==> src/rtl/alu_nibble_serial.sv <==
// Nibble-serial add/subtract unit: one 4-bit ripple adder is reused per clock,
// LS nibble first, with the carry held in a register between slices.

module adder_ripple_4bit (
   input  logic [3:0] a,
   input  logic [3:0] b,
   input  logic       cin,
   output logic [3:0] sum,
   output logic       cout
);
   logic [4:0] c;

   always_comb begin
      sum  = '0;
      c    = '0;
      c[0] = cin;
      for (int i = 0; i < 4; i++) begin
         sum[i]   = a[i] ^ b[i] ^ c[i];
         c[i + 1] = (a[i] & b[i]) | (c[i] & (a[i] ^ b[i]));
      end
      cout = c[4];
   end
endmodule

module alu_nibble_serial #(
   parameter int WIDTH = 8
) (
   input  logic             clk,
   input  logic             rst_n,
   input  logic             start,
   input  logic             op_sub,
   input  logic [WIDTH-1:0] a,
   input  logic [WIDTH-1:0] b,
   output logic             busy,
   output logic             done,
   output logic [WIDTH-1:0] result,
   output logic             carry,
   output logic             zero,
   output logic             overflow
);
   // state | meaning
   // IDLE  | waiting for start; outputs hold last completed op
   // RUN   | one nibble per clock through the adder, idx_q selects the slice
   localparam int NIB = WIDTH / 4;
   localparam int IW  = (NIB > 1) ? $clog2(NIB) : 1;

   typedef enum logic {IDLE, RUN} state_t;

   state_t           state_q, state_d;
   logic [WIDTH-1:0] opa_q, opa_d;
   logic [WIDTH-1:0] opb_q, opb_d;
   logic [WIDTH-1:0] partial_q, partial_d;
   logic [IW-1:0]    idx_q, idx_d;
   logic             creg_q, creg_d;
   logic             done_q, done_d;
   logic [WIDTH-1:0] result_q, result_d;
   logic             carry_q, carry_d;
   logic             zero_q, zero_d;
   logic             ovf_q, ovf_d;

   logic [3:0]       nib_a, nib_b, nib_sum;
   logic             nib_cout;
   logic [WIDTH-1:0] sum_full;

   adder_ripple_4bit u_adder (
      .a    (nib_a),
      .b    (nib_b),
      .cin  (creg_q),
      .sum  (nib_sum),
      .cout (nib_cout)
   );

   // Slice select by constant-index compare keeps every part-select static.
   always_comb begin
      nib_a    = '0;
      nib_b    = '0;
      sum_full = partial_q;
      for (int n = 0; n < NIB; n++) begin
         if (idx_q == IW'(n)) begin
            nib_a              = opa_q[4*n +: 4];
            nib_b              = opb_q[4*n +: 4];
            sum_full[4*n +: 4] = nib_sum;
         end
      end
   end

   always_comb begin
      state_d   = state_q;
      opa_d     = opa_q;
      opb_d     = opb_q;
      partial_d = partial_q;
      idx_d     = idx_q;
      creg_d    = creg_q;
      done_d    = 1'b0;
      result_d  = result_q;
      carry_d   = carry_q;
      zero_d    = zero_q;
      ovf_d     = ovf_q;
      case (state_q)
         IDLE: begin
            if (start) begin
               opa_d   = a;
               opb_d   = op_sub ? ~b : b;
               creg_d  = op_sub;
               idx_d   = '0;
               state_d = RUN;
            end
         end
         RUN: begin
            partial_d = sum_full;
            creg_d    = nib_cout;
            idx_d     = idx_q + IW'(1);
            if (idx_q == IW'(NIB - 1)) begin
               result_d = sum_full;
               carry_d  = nib_cout;
               zero_d   = (sum_full == '0);
               ovf_d    = (opa_q[WIDTH-1] == opb_q[WIDTH-1]) &&
                          (sum_full[WIDTH-1] != opa_q[WIDTH-1]);
               done_d   = 1'b1;
               state_d  = IDLE;
            end
         end
         default: state_d = IDLE;
      endcase
   end

   always_ff @(posedge clk or negedge rst_n) begin
      if (!rst_n) begin
         state_q   <= IDLE;
         opa_q     <= '0;
         opb_q     <= '0;
         partial_q <= '0;
         idx_q     <= '0;
         creg_q    <= 1'b0;
         done_q    <= 1'b0;
         result_q  <= '0;
         carry_q   <= 1'b0;
         zero_q    <= 1'b0;
         ovf_q     <= 1'b0;
      end else begin
         state_q   <= state_d;
         opa_q     <= opa_d;
         opb_q     <= opb_d;
         partial_q <= partial_d;
         idx_q     <= idx_d;
         creg_q    <= creg_d;
         done_q    <= done_d;
         result_q  <= result_d;
         carry_q   <= carry_d;
         zero_q    <= zero_d;
         ovf_q     <= ovf_d;
      end
   end

   assign busy     = (state_q == RUN);
   assign done     = done_q;
   assign result   = result_q;
   assign carry    = carry_q;
   assign zero     = zero_q;
   assign overflow = ovf_q;
endmodule

==> config.mk <==
export PLATFORM = sky130hd
export DESIGN_NAME = alu_nibble_serial
export DESIGN_NICKNAME = d
export VERILOG_FILES = /design/src/rtl/alu_nibble_serial.sv
export SDC_FILE = /design/constraint.sdc
export NUM_CORES = 1
export LEC_CHECK = 0
export CAP_MARGIN = 20
export CORE_MARGIN = 5
export CORE_UTILIZATION = 50
export DETAILED_ROUTE_END_ITERATION = 10
export DONT_BUFFER_PORTS = 1
export GPL_ROUTABILITY_DRIVEN = 0
export GPL_TIMING_DRIVEN = 0
export PLACE_DENSITY = 0.7
export SLEW_MARGIN = 25
export SYNTH_ARGS = -nofsm -noshare
export SYNTH_HDL_FRONTEND = slang
export SYNTH_HIERARCHICAL = 1
export SYNTH_SLANG_ARGS = --single-unit
==> constraint.sdc <==
create_clock -name clk -period 4.2 [get_ports clk]
set_clock_uncertainty 0.2 [all_clocks]
set_input_delay 0.84 -clock clk [delete_from_list [all_inputs] [get_ports clk]]
set_output_delay 0.84 -clock clk [all_outputs]
set_load 0.01 [all_outputs]
# == Word-level counts from Yosys, hierarchy flattened ==
# Cells that the tools add are included.
# totals
regBits,39
latch_bits,0
mem_bits_rw,0
mem_bits_ro,0
inputBits,20
output_inout_bits,13
elab_cells,55
n_memories,0
# classes
n_addsub,1
n_mul,0
div_mod_pow,0
magnitude_cmp,0
n_eq_ne,3
shift,0
muxes,14
bitwise,22
n_reduce_logical,4
# op_table
operator,n
4-bit 2-to-1 mux,4
1-bit bitwise AND,8
8-bit logical NOT,1
8-bit 2-to-1 mux,1
8-bit inverter,1
1-bit XOR,8
1-bit 2-to-1 mux,6
1-bit one-hot mux with 2 select lines,3
1-bit OR,4
2-bit AND reduction,2
2-bit inequality test (second input constant),1
1-bit adder (second input constant),1
1-bit equality test,1
1-bit logical AND,1
1-bit inequality test,1
1-bit inverter,1

# == Logic depth before layout (Yosys ltp) ==
# Gate-level depths: netlist of run 1.
# depth
depth_word,12
depth_mapped,12
depth_no_buf,11

# == By module ==
# The synthesis of run 1 kept the hierarchy.
# by_module_without_submodules
module,instances,cells_per_inst,area_each_um2,seq_area_each_um2
alu_nibble_serial,1,108,1585.3,875.8
adder_ripple_4bit,1,14,117.6,0.0

# == Least setup slack after synthesis of run 1 ==
# OpenSTA, ideal clock, no wires.
# synth_path
path_type,register -> register
startpoint,reg idx_q
endpoint,"reg ovf_q, in the netlist overflow"
t_arrival_ns,3.025
required_ns,3.918
slack_ns,0.893
path_stages_with_launch,13
path_buffers,1
period_less_slack_ns,3.307
cell_sequence,dfrtp_1 -> buf_2 -> mux2_2 -> fa_1 -> inv_1 -> fa_1 -> inv_1 -> fa_1 -> inv_1 -> fa_1 -> inv_1 -> or3b_1 -> a31oi_1
# synth_between
elab_chain_cells,12
word_cells_on_any_way,20
# synth_lines
item,line,rtl
from (decl),53,"logic [IW-1:0] idx_q, idx_d;"
from (signal assigned),145,idx_q <= idx_d;
4-bit 2-to-1 mux (*),79,if (idx_q == IW'(n)) begin
named net nib_a[0],61,"logic [3:0] nib_a, nib_b, nib_sum;"
1-bit XOR,19,c[i + 1] = (a[i] & b[i]) | (c[i] & (a[i] ^ b[i]));
1-bit bitwise AND,19,
1-bit OR (*),19,
1-bit bitwise AND (*),19,
1-bit OR (*),19,
1-bit bitwise AND (*),19,
1-bit OR (*),19,
1-bit XOR (*),18,sum[i] = a[i] ^ b[i] ^ c[i];
named net nib_sum[3],61,
4-bit 2-to-1 mux (*),79,
1-bit inequality test (*),118,(sum_full[WIDTH-1] != opa_q[WIDTH-1]);
1-bit logical AND (*),117,ovf_d = (opa_q[WIDTH-1] == opb_q[WIDTH-1]) &&
to (signal assigned),151,ovf_q <= ovf_d;
to (decl),59,"logic ovf_q, ovf_d;"
# Mark *: on every way through the listed nets, which the timed path passes. The rest lies on a longest branch.
# A chain may end at the register's enable or synchronous reset.

# == Worst setup path after layout of run 1 ==
# Same ends and word-level chain as after synthesis.

==> summary.txt, run 1 <==
Placement
  • Cells after DPL: 168
  • Port Buffers: 0
  • Post-place setup slack: ~0.67 ns
  • Area of placed instances: roughly 1800 um^2
  • DPL Wire Length: 2160 um

GRT
  • First-pass GRT wire length: roughly 4800 um
  • Total gr overflow: 0
  • Initial antenna violation count: 0
  • GRT Util Overall: between 10% and 20%
  • Largest net degree at the start of global routing: 36
  • Vias in the first global route: between 1000 and 1500

Finish
  • Fill cells: about 290
  • Fraction of final layout cells sized beyond drive strength 1: a little over a third
  • N_diodes: 0
  • Final Cell Area: 1850 um^2
  • Final Non-Filler Cells: approximately 180
  • Area Overhead vs Synth: 8.60%
  • Final Util: roughly 56%
  • Nets: about 150

STA
  • Fin crit period: between 3 and 4 ns
  • Slew Limit Fails: 0
  • Finish-stage setup viols: 0
  • Fin Setup TNS: 0 ns
  • Hold Slack: about 0.11 ns
  • Worst Tran Pin Value: about 0.25 ns
  • Setup ws final: roughly 0.65 ns
  • RSZ-0062 raised after global routing: no
  • Max-slew headroom: 83.3%
  • Final hold vios: 0
  • Fin crit share: a little over four fifths
  • Fmax: approximately 0.28 GHz

Clock tree
  • Clock buffer count from CTS: 5
  • Worst-path clk slew: around 0.10 ns
  • TritonCTS clock tree: yes
  • Clock Latency Late Sink: roughly 0.34 ns
  • Clk buf depth: 2
  • Clock Tree Root: clkbuf_4
  • Setup bufs post-CTS: 0
  • Clk sink count: 35
  • H-tree Lvls: 2

Run
  • Max Cap Violations: 0

Synthesis
  • Mean Syn Cell Area: around 14 um^2
  • Post-synthesis sequential area ratio: approximately half
  • Post-Synthesis Net Count: 146
  • Post-Syn Area: about 1700 um^2
  • Synthesis Warnings: 6
  • Synth top area share: between 50% and 60%
  • Gate Count Post-Synth: around 120
  • Yosys top cell by area: dfrtp_1
  • Synth cell types: 26
  • Main area contributors after synthesis: dfrtp_1 (51%), mux2_2 (15%), mux2_4 (8.8%)
  • Flops & latches, synth: 35

Floorplanning
  • CORE AREA: roughly 3300 um^2
  • Initial Util: 51.4%
  • IO Count: 33
  • Die Y: just under 70 um
  • Die X: approximately 68 um
  • Num rows: 21
  • Die area: between 4000 and 5000 um^2

Worst setup path
  • Required time of the critical path: around 4.3 ns
  • Startpoint Class: flop
  • CP Cell Sequence: buf_2 -> mux2_2 -> fa_1 -> inv_1 -> fa_1 -> inv_1 -> fa_1 -> inv_1 -> fa_1 -> inv_1 -> or3b_1 -> a31oi_1
  • Slowest stage cell, crit path: dfrtp_1
  • Critical path arrival: ~3.6 ns
  • Crit-path max FO: 10
  • Crit end category: flop
  • CP Class: flop to flop
  • Worst Reg-to-Reg Cells: 12
  • Max stage delay on crit path: 0.45 ns

Detailed routing
  • DRC viols: 0
  • Routed len/inst: around 17 um
  • Vias per inst: ~5.3
  • Number of routed nets with antenna violations: 0
  • Detailed Route WL: slightly above 3000 um
  • Initial drt markers: 34
  • Pre-Repair DR Iteration Count: 2
  • Vias: ~930

Power and ir drop
  • Power density cells: roughly 900 nW/um^2
  • Comb pwr share: roughly 48%
  • Int Power: roughly 1.0 mW
  • Net switching power: approximately 0.63 mW
  • Switch share: between 30% and 40%
  • Sequential Power Share: between 30% and 40%
  • Total power draw: 1.66 mW
  • Clock power frac: 12.7%
  • Worst IR Drop VDD: ~0.38 mV
  • Static leakage: 0.882 nW

Run status
  • Outcome: finished, final reports clean

Worst hold path
  • Hold Path Class: input port to async pin
## cells by family after synthesis
| kind of cell | count (synthesis) | share of synthesized area, % |
|---|---|---|
| multiplexers | 34 | 24.6 |
| adder cells (fa/ha/maj) | 4 | 4.70 |
| AO/OA/AOI/OAI | 10 | 3.97 |
| XOR/XNOR | 8 | 4.11 |
| AND/OR/NAND/NOR | 14 | 5.36 |
| buffers and inverters | 17 | 5.80 |
| flip-flops | 35 | 51.4 |
## area by class of cell
class,count,area (um^2),share of cell area [%]
Timing Repair Buffer,1,20.0,1.08
Tap cell,46,57.6,3.11
Multi-Input combinational cell,70,728,39.4
Sequential cell,35,876,47.4
Inverter,11,41.3,2.23
Clock buffer,8,68.8,3.72
Buffer,6,57.6,3.11
## power by group through the flow
stage | sequential (mW) | clock (mW) | combinational (mW)
after floorplan | 0.623 | 0 | 0.644
after global placement | 0.656 | 0 | 0.772
after detailed placement | 0.664 | 0 | 0.793
after CTS | 0.658 | 0.214 | 0.805
after global routing | 0.675 | 0.228 | 0.873
final | 0.655 | 0.211 | 0.798
## layout by cell type (no fill, tap or decap), drive strengths merged
cell type   n
a21boi      1
a21o        4
a21oi       1
a31o        1
a31oi       1
and3        4
buf         7
clkbuf      8
dfrtp      35
fa          4
inv        11
mux2       33
mux2i       1
nand2       2
nand2b      3
nand3b      1
nor2b       1
nor4        2
o21ai       2
or3b        1
xor2        8
## synth_stat cells
master / number
dfrtp_1: 35
mux2_2: 22
inv_1: 11
mux2_4: 10
xor2_1: 8
a21o_1: 4
and3_1: 4
fa_1: 4
buf_2: 3
buf_6: 2
nand2b_1: 2
nor4_1: 2
o21ai_0: 2
a21boi_0: 1
a21oi_1: 1
a31o_1: 1
a31oi_1: 1
buf_12: 1
mux2_1: 1
mux2i_1: 1
nand2_1: 1
nand2_2: 1
nand2b_2: 1
nand3b_1: 1
nor2b_1: 1
or3b_1: 1
## metal layers
| layer | vias up | wire length, um | part of all wire, % | GRT usage, % |
|---|---|---|---|---|
| met5 | - | 0 | 0 | 0 |
| met4 | 0 | 43 | 1.4 | 7.44 |
| met3 | 7 | 252 | 8.3 | 6.40 |
| met2 | 27 | 1440 | 47 | 22.7 |
| met1 | 472 | 1290 | 43 | 16.9 |
| li1 | 425 | - | - | - |
## registers in the layout (all words and copies together), names as in the netlist
register,cells
busy,1
carry,1
creg_q,1
done,1
idx_q,1
opa_q,8
opb_q,8
overflow,1
partial_q,4
result,8
zero,1
## what timing repair did
item / CTS / global route
hold buffers: 1 / 0
gates resized for setup: 0 / 0
endpoints found under the hold margin: 35 / 0
## critical path: cells and delay by family (launching register included)
kind / cells / cell delay [ns]
adder cells (fa/ha/maj): 4 / 1.31
buffers and inverters: 5 / 0.62
flip-flops: 1 / 0.45
multiplexers: 1 / 0.38
AND/OR/NAND/NOR: 1 / 0.36
AO/OA/AOI/OAI: 1 / 0.15
## worst paths after layout
path | start | to | slack [ns]
setup / recovery | idx_q | overflow | 0.65
hold / removal | rst_n | result[1] | 0.11
setup reg to reg | idx_q | overflow | 0.65
hold reg to reg | opb_q[0] | opb_q[0] | 0.31
max in group asynchronous | rst_n | opa_q[6] | 3.50
min in group clk | opb_q[0] | opb_q[0] | 0.31
(Power assumes the default switching activity.)
==> inputs of run 2 (changes only) <==
Clock period 4.2 ns to 3.7 ns, I/O delays scaled along.
==> run 2 against run 1 <==
Net effect: via count fell by 0.21%; cell area grew 0.14%; fmax is 1.0% higher; first-iteration DRC count rose by 2.9%; sequential power increased by 13%; largest cell class unchanged.
==> summary.txt, run 2 (same netlist as run 1, synthesis figures left out) <==
Power and ir drop
  • Net switching power: 0.705 mW (+13%)
  • Switch share: 37.4% (-0.21 points)
  • Clock power frac: 12.6% (about the same)
  • Int Power: 1.18 mW (+14%)
  • Comb pwr share: 47.9% (about the same)
  • Worst IR Drop VDD: 0.429 mV (+13%)
  • Static leakage: 0.882 nW (about the same)
  • Power density cells: 1020 nW/um^2 (+13%)
  • Sequential Power Share: 39.5% (about the same)

Finish
  • Fill cells: 293 (-0.34%)
  • Final Util: 55.9% (+0.076 points)
  • FF/Latch Area: 876 um^2 (unchanged)
  • N_diodes: 0 (unchanged)
  • Final Non-Filler Cells: 177 (unchanged)
  • Area Overhead vs Synth: 8.74%
  • Most common cell after layout, fill and taps aside: dfrtp_1
  • Commonest cells after routing, fill and taps aside: dfrtp_1 (35), mux2_2 (22), inv_1 (11), mux2_4 (10), xor2_1 (8)
  • Multi-input logic area: 728 um^2 (unchanged)
  • Nets: 154 (unchanged)
  • Fraction of final layout cells sized beyond drive strength 1: 36.6% (unchanged)

Worst setup path
  • CP Class: flop to flop
  • Worst flop-to-flop path endpoint: overflow
  • Critical path arrival: 3.58 ns (-0.04 ns)
  • Max stage delay on crit path: 0.46 ns (about the same)
  • Crit-path max FO: 10 (unchanged)
  • Crit path depth: 12 (unchanged)
  • Required time of the critical path: 3.77 ns (-0.50 ns)
  • Crit end category: flop
  • WP buf/inv: 5 (unchanged)
  • Slowest stage cell, crit path: dfrtp_1
  • CP endpoint: overflow
  • Register-to-Register Setup Slack: 0.19 ns (-0.46 ns)
  • Critical path launch point: idx_q
  • Startpoint Class: flop
  • Worst Reg-to-Reg Cells: 12 (unchanged)
  • Top delay family on crit path: adder cells
  • Worst R2R Start: idx_q
  • CP Cell Sequence: clkbuf_4 -> mux2_2 -> fa_1 -> inv_1 -> fa_1 -> inv_1 -> fa_1 -> inv_1 -> fa_1 -> inv_1 -> or3b_1 -> a31oi_1

STA
  • Worst Tran Pin Value: 0.241 ns (-0.00711 ns)
  • Fin crit share: 95.0% (+10 points)
  • Fin crit period: 3.51 ns (-0.0360 ns)
  • Fin Setup TNS: 0 ns (unchanged)
  • RSZ-0062 raised after global routing: no
  • Setup ws final: 0.185 ns (-0.464 ns)
  • Hold Slack: 0.0160 ns (-0.0926 ns)
  • Finish-stage setup viols: 0 (unchanged)
  • Slew Limit Fails: 0 (unchanged)
  • Final hold vios: 0 (unchanged)
  • Fmax: 0.285 GHz (+1.0%)
  • Max-slew headroom: 83.8% (+0.48 points)

Placement
  • Port Buffers: 0 (unchanged)
  • Cells after DPL: 168 (unchanged)
  • DPL Wire Length: 2160 um (unchanged)
  • Post-place setup slack: 0.172 ns (-0.500 ns)

GRT
  • Vias in the first global route: 1023 (unchanged)
  • GRT Util Overall: 14.6% (unchanged)
  • Total gr overflow: 0 (unchanged)
  • Initial antenna violation count: 0 (unchanged)
  • Largest net degree at the start of global routing: 36 (unchanged)
  • First-pass GRT wire length: 4820 um (unchanged)

Clock tree
  • TritonCTS clock tree: yes
  • Clock buffer count from CTS: 5 (unchanged)
  • Clk buf depth: 2 (unchanged)
  • Clk sink count: 35 (unchanged)
  • Worst-path clk slew: 0.10 ns (about the same)
  • Setup bufs post-CTS: 0 (unchanged)
  • Clock Tree Root: clkbuf_4
  • H-tree Lvls: 2 (unchanged)
  • Clock Latency Late Sink: 0.34 ns (about the same)

Detailed routing
  • Number of routed nets with antenna violations: 0 (unchanged)
  • Initial drt markers: 35 (+2.9%)
  • DRC viols: 0 (unchanged)
  • Vias per inst: 5.25 (-0.21%)
  • Detailed Route WL: 2980 um (-1.5%)
  • Vias: 929 (-0.21%)
  • Pre-Repair DR Iteration Count: 4 (+2)
  • Routed len/inst: 16.8 um (-1.5%)

Floorplanning
  • CORE AREA: 3310 um^2 (unchanged)
  • Num rows: 21 (unchanged)
  • Die X: 68.4 um (unchanged)
  • IO Count: 33 (unchanged)
  • Initial Util: 51.4% (unchanged)
  • Die Y: 68.4 um (unchanged)
  • Die area: 4670 um^2 (unchanged)

Run status
  • Outcome: finished, final reports clean

Worst hold path
  • Hold Path Class: input port to async pin

Run
  • Max Cap Violations: 0 (unchanged)
[run 2: repair_timing]
action	CTS	global route
resized for setup	0	1
endpoints found under the setup margin	0	1
endpoints found under the hold margin	35	0
hold buffers	1	0
[run 2: area by class of cell]
type	count	share of cell area, %
multi-input cells	70	39.3
flip-flops and latches	35	47.3
well taps	46	3.11
plain buffers	6	3.24
clock buffers	8	3.72
inverters	11	2.23
repair buffers	1	1.08
[run 2: metal layers]
layer	track usage [%]	vias to the layer above	wire (um)
met5	0	-	0
met4	7.44	0	48
met3	6.40	7	245
met2	22.7	29	1430
met1	16.9	470	1250
li1	-	423	-
[run 2: worst min-delay path by stage]
stage	end	slack [ns]	depth (start not counted)
finish	result[5]	0.02	1
global placement	opa_q[1]	0.25	0
floorplan	busy	0.24	0
global route	result[7]	0.006	1
detailed placement	opa_q[4]	0.25	0
CTS	result[3]	0.01	1
[run 2: through the flow]
step,power [mW],area (um^2)
finish,1.88,1850
global route,2.02,1850
CTS,1.90,1850
detailed placement,1.65,1760
global placement,1.62,1760
floorplan,1.44,1700
[run 2: power groups by stage]
stage / Combinational [mW] / Clock, mW / Sequential, mW
after floorplan: 0.732 / 0 / 0.708
after global placement: 0.877 / 0 / 0.744
after detailed placement: 0.900 / 0 / 0.753
after CTS: 0.914 / 0.243 / 0.747
after global routing: 0.994 / 0.259 / 0.767
final: 0.903 / 0.238 / 0.743
==> inputs of run 3 (changes only) <==
Settings changed: ABC_CLOCK_PERIOD_IN_PS from default to 3700.
==> results of run 3 <==
Final layout, timing and power as in run 2 (identical DEF).
